==> config.mk <==
export PLATFORM = sky130hd
export DESIGN_NAME = spi_fifo_tx
export DESIGN_NICKNAME = d
export VERILOG_FILES = /design/src/rtl/spi_fifo_tx.sv
export SDC_FILE = /design/constraint.sdc
export NUM_CORES = 1
export LEC_CHECK = 0
export CORE_UTILIZATION = 49
export DETAILED_ROUTE_END_ITERATION = 7
export PLACE_DENSITY = 0.76
export SYNTH_ARGS = -nofsm -noshare
export SYNTH_HDL_FRONTEND = slang
export SYNTH_SLANG_ARGS = --single-unit
export TNS_END_PERCENT = 5
==> constraint.sdc <==
create_clock -name clk -period 2.05 [get_ports clk]
set_input_delay 0.205 -clock clk [delete_from_list [all_inputs] [get_ports clk]]
set_output_delay 0.205 -clock clk [all_outputs]
set_load 0.01 [all_outputs]
==> src/rtl/spi_fifo_tx.sv <==
// spi_fifo_tx: drains a FWFT FIFO (fifo_data/fifo_empty in, fifo_pull out) onto a mode-0 write-only SPI link (spi_sclk/spi_mosi/spi_cs_n/spi_dc out) with busy status
module spi_fifo_tx #(
  parameter int WIDTH   = 9,
  parameter int CLK_DIV = 2
) (
  input  logic             clk,
  input  logic             rst,
  input  logic [WIDTH-1:0] fifo_data,
  input  logic             fifo_empty,
  output logic             fifo_pull,
  output logic             spi_sclk,
  output logic             spi_mosi,
  output logic             spi_cs_n,
  output logic             spi_dc,
  output logic             busy
);
  localparam int N = WIDTH - 1;
  localparam int DW = CLK_DIV > 1 ? $clog2(CLK_DIV) : 1;
  localparam int BW = N > 1 ? $clog2(N) : 1;
  localparam logic [DW-1:0] DIV_MAX = DW'(CLK_DIV - 1);
  localparam logic [BW-1:0] BIT_MAX = BW'(N - 1);
  typedef enum logic [2:0] {IDLE, SHIFT_LO, SHIFT_HI, HOLD, GAP} state_t;
  state_t state, state_nx;
  logic [DW-1:0] div, div_nx;
  logic [BW-1:0] bit_cnt, bit_nx;
  logic [N-1:0] shreg, shreg_nx;
  logic sclk_nx, cs_nx, dc_nx;
  logic div_end, last;
  assign div_end = div == DIV_MAX;
  assign last = bit_cnt == BIT_MAX;
  assign fifo_pull = !rst && !fifo_empty &&
                     (state == IDLE || (state == SHIFT_HI && div_end && last));
  assign busy = state != IDLE;
  assign spi_mosi = shreg[N-1];
  always_comb begin
    state_nx = state;
    div_nx = div_end ? '0 : div + 1'b1;
    bit_nx = bit_cnt;
    shreg_nx = shreg;
    sclk_nx = spi_sclk;
    cs_nx = spi_cs_n;
    dc_nx = spi_dc;
    case (state)
      IDLE: div_nx = '0;
      SHIFT_LO: if (div_end) begin
        sclk_nx = 1'b1;
        state_nx = SHIFT_HI;
      end
      SHIFT_HI: if (div_end) begin
        sclk_nx = 1'b0;
        if (!last) begin
          shreg_nx = shreg << 1;
          bit_nx = bit_cnt + 1'b1;
          state_nx = SHIFT_LO;
        end else if (fifo_empty) begin
          shreg_nx = '0;
          state_nx = HOLD;
        end
      end
      HOLD: if (div_end) begin
        cs_nx = 1'b1;
        state_nx = GAP;
      end
      GAP: if (div_end) state_nx = IDLE;
      default: state_nx = IDLE;
    endcase
    // a pull (from IDLE or at the last bit's falling edge) always starts a fresh word
    if (fifo_pull) begin
      shreg_nx = fifo_data[N-1:0];
      dc_nx = fifo_data[WIDTH-1];
      cs_nx = 1'b0;
      sclk_nx = 1'b0;
      bit_nx = '0;
      div_nx = '0;
      state_nx = SHIFT_LO;
    end
  end
  always_ff @(posedge clk) begin
    if (rst) begin
      state <= IDLE;
      div <= '0;
      bit_cnt <= '0;
      shreg <= '0;
      spi_sclk <= 1'b0;
      spi_cs_n <= 1'b1;
      spi_dc <= 1'b0;
    end else begin
      state <= state_nx;
      div <= div_nx;
      bit_cnt <= bit_nx;
      shreg <= shreg_nx;
      spi_sclk <= sclk_nx;
      spi_cs_n <= cs_nx;
      spi_dc <= dc_nx;
    end
  end
endmodule

==> impl_metrics.ini <==
[outcome]
run_status = finished clean

[clock_network]
cts_setup_buffers = 0
clk_latency_ns = 0.29
clock_sinks = 18
clock_path_buffers = 2
cts_resized = 1
path_clk_slew_ns = 0.10
htreeDepth = 1
cts_buffers = 3
cts_root_buf = clkbuf_4
cts_tree = yes
cts_hold_buf = 0

[grt]
antenna_found_initial = 0
grt_util_all_layers_pct = 22.5
grt_pass1_vias = 799
grt.overflow.total = 0
grt_max_degree = 19
grt_first_pass_wirelength_mm = 3.43

[worst_setup_path]
cp-end-kind = output pin
r2r_setup_slack_ns = 0.23
rr_worst_depth = 6
r2r-start = bit_cnt[0]$_SDFFE_PP0P_
r2r-end = shreg[1]$_SDFFE_PP0P_
cp.arrival_ns = 1.70
cpMaxStageDelayCell = dfxtp_1
cp.required_ns = 1.85
critPathKind = flop to output pin
crit_fanout = 3
crit_path_start = bit_cnt[0]$_SDFFE_PP0P_
cp_top_family = adder cells
cp_common_cell = ha_1
start_kind = flop
max_stage_delay_ns = 0.33
crit_chain = ha_1, ha_1, a21boi_1, or2_1, nor2_1, dlygate4sd2_1
path_buf_inv = 1

[floorplanning]
die_area_sq_mm = 0.00206
io-pin-count = 18
core_sq_mm = 0.00175
dieHeight_microns = 45.4
start_util_pct = 52.8
die_w_microns = 45.4
rows = 15

[run]
drv_cap = 0

[cells_and_area]
final_core_util_pct = 66.9
multiInputGateArea_sq_um = 502
area_delta_synth_final_pct = 26.6
antennaDiodeCount = 0
final_layout_size_suffix_gt1_share_pct = 13.7
final_nets = 140
num-fill-cells = 166
seq_area_sq_um = 360

[power_and_ir_drop]
p_comb_share_pct = 19.4
swShare_pct = 25.4
p_clk_share_pct = 25.3
max-vdd-ir-drop_uv = 356
p_int_mw = 0.513
p_leak_nw = 0.406
p_seq_share_pct = 55.3
powerDensity_mw_per_mm2 = 589
switching_power_mw = 0.175

[synth]
synth-async-reset-ratio_pct = 0
synth-edff-count = 0
synth_xor_xnor_area_share_pct = 0
synth_nets = 118
syn-cell-area_sq_um = 922
synth_compound_area_share_pct = 24.3
ys_types = 34
ys_warn_count = 0
synth.mux.area_fraction_pct = 0
synth_top_family_by_area = simple AND/OR/NAND/NOR gates
yosys.area_share.simple_pct = 27.4
synth-seq-cells = 18
ys.flop_type = dfxtp_1
synth_fa_ha_area_share_pct = 2.71
syn_inst = 104
synth.avg_cell_area_sq_um = 8.87
seq_area_frac_synth_pct = 39.1

[placed_design]
port-buffer-count = 17
dp_hpwl_mm = 1.41
gp_congestion = 0.816

[min_path]
worst_hold_path.endpoint = shreg[0]$_SDFFE_PP0P_
hp-start = shreg[0]$_SDFFE_PP0P_
min_path_cells = 2
hold_path_class = flop to flop

[sta]
rsz0062_at_grt = false
tns_ns = 0
hold_violations = 0
skew_ns = 0.00438
max_freq_ghz = 0.525
max-slew-margin-rel_pct = 65.8
timing.final.crit_share_pct = 92.9
period_needed_ns = 1.90
worst_pin_slew_ns = 0.512
setup_violations = 0
slew_violations = 0

[routing]
drc = 0
wl_per_cell_microns = 13.7
routed_wl_mm = 2.04
viasPerCell = 5.89
vias = 877
first_pass_iters = 4
route.antenna.remaining_nets = 0
drtIter0Drc = 22
## worst max-delay path by stage
stage                           end  cells after the start
after global routing      fifo_pull                      6
after global placement    fifo_pull                      5
after CTS                 fifo_pull                      6
final                     fifo_pull                      6
after detailed placement  fifo_pull                      5
after floorplan           fifo_pull                      6
## cells in the final DEF, fill, tap and decap left out, types with 2 or more instances in the layout
cell,Yosys,routed
buf_4,0,10
a21oi_1,7,7
dfxtp_1,18,18
nor3_1,7,7
ha_1,2,2
nor2b_1,4,4
inv_1,2,2
or3_1,2,2
nor3b_1,2,2
a311oi_1,7,7
o21ai_0,14,14
nand3_1,9,9
clkbuf_4,0,3
clkdlybuf4s50_1,0,16
## Yosys cell counts, drive strengths merged, types with 2 or more instances
library cell	instances	area, sq um
or3b	2	17.5
a311oi	7	61.3
o21ai	14	70.1
a21oi	7	35.0
ha	2	25.0
nor3	7	35.0
clkbuf	3	11.3
nand3	9	45.0
or3	3	23.8
buf	7	41.3
dfxtp	18	360
inv	2	7.51
nor3b	2	15.0
nor2b	4	25.0
## cell type report
type                            count  share of cell area, %
Sequential cell                    18                   30.9
Tap cell                           25                   2.68
Inverter                            2                  0.643
Clock buffer                        3                   1.93
Timing Repair Buffer               27                   20.9
Multi-Input combinational cell     74                   43.0
## per-layer routing
layer  wire length [microns]  global-route usage (%)
met5                       0                       0
met4                      38                    9.09
met3                      69                    2.38
met2                     955                    35.1
met1                     972                    31.4
## cell families after synthesis
| family | count (synthesis) |
|---|---|
| buf+inv | 12 |
| flops | 18 |
| simple gates | 37 |
| compound gates | 35 |
| fa+ha+maj | 2 |
## sequential cells by signal, summed over array words and instances (netlist names)
signal and cells:
bit_cnt 3, div 1, shreg 8, spi_cs_n 1
spi_dc 1, spi_sclk 1, state 3
## through the flow
stage / area, sq um / cells / setup WS (ns) / hold slack [ns] / power, mW
2_1_floorplan: 922 / 104 / 0.417 / 0.277 / 0.462
3_3_place_gp: 1150 / 146 / 0.0445 / 0.460 / 0.519
3_5_place_dp: 1150 / 146 / 0.0235 / 0.462 / 0.522
4_1_cts: 1170 / 149 / 0.0628 / 0.476 / 0.694
5_1_grt: 1170 / 149 / 0.0545 / 0.501 / 0.722
6_report: 1170 / 149 / 0.146 / 0.473 / 0.688
## worst min-delay path, cell delays in order (launching register included)
cell and delay (ns):
dfxtp_1 0.32, o41ai_1 0.06, a21oi_1 0.05
## power by group through the flow
stage | combinational (mW) | clock, mW | sequential [mW]
finish | 0.133 | 0.174 | 0.381
floorplan | 0.0709 | 0 | 0.391
CTS | 0.133 | 0.180 | 0.381
global placement | 0.131 | 0 | 0.388
global route | 0.146 | 0.193 | 0.384
detailed placement | 0.133 | 0 | 0.389
(Power assumes the default switching activity.)
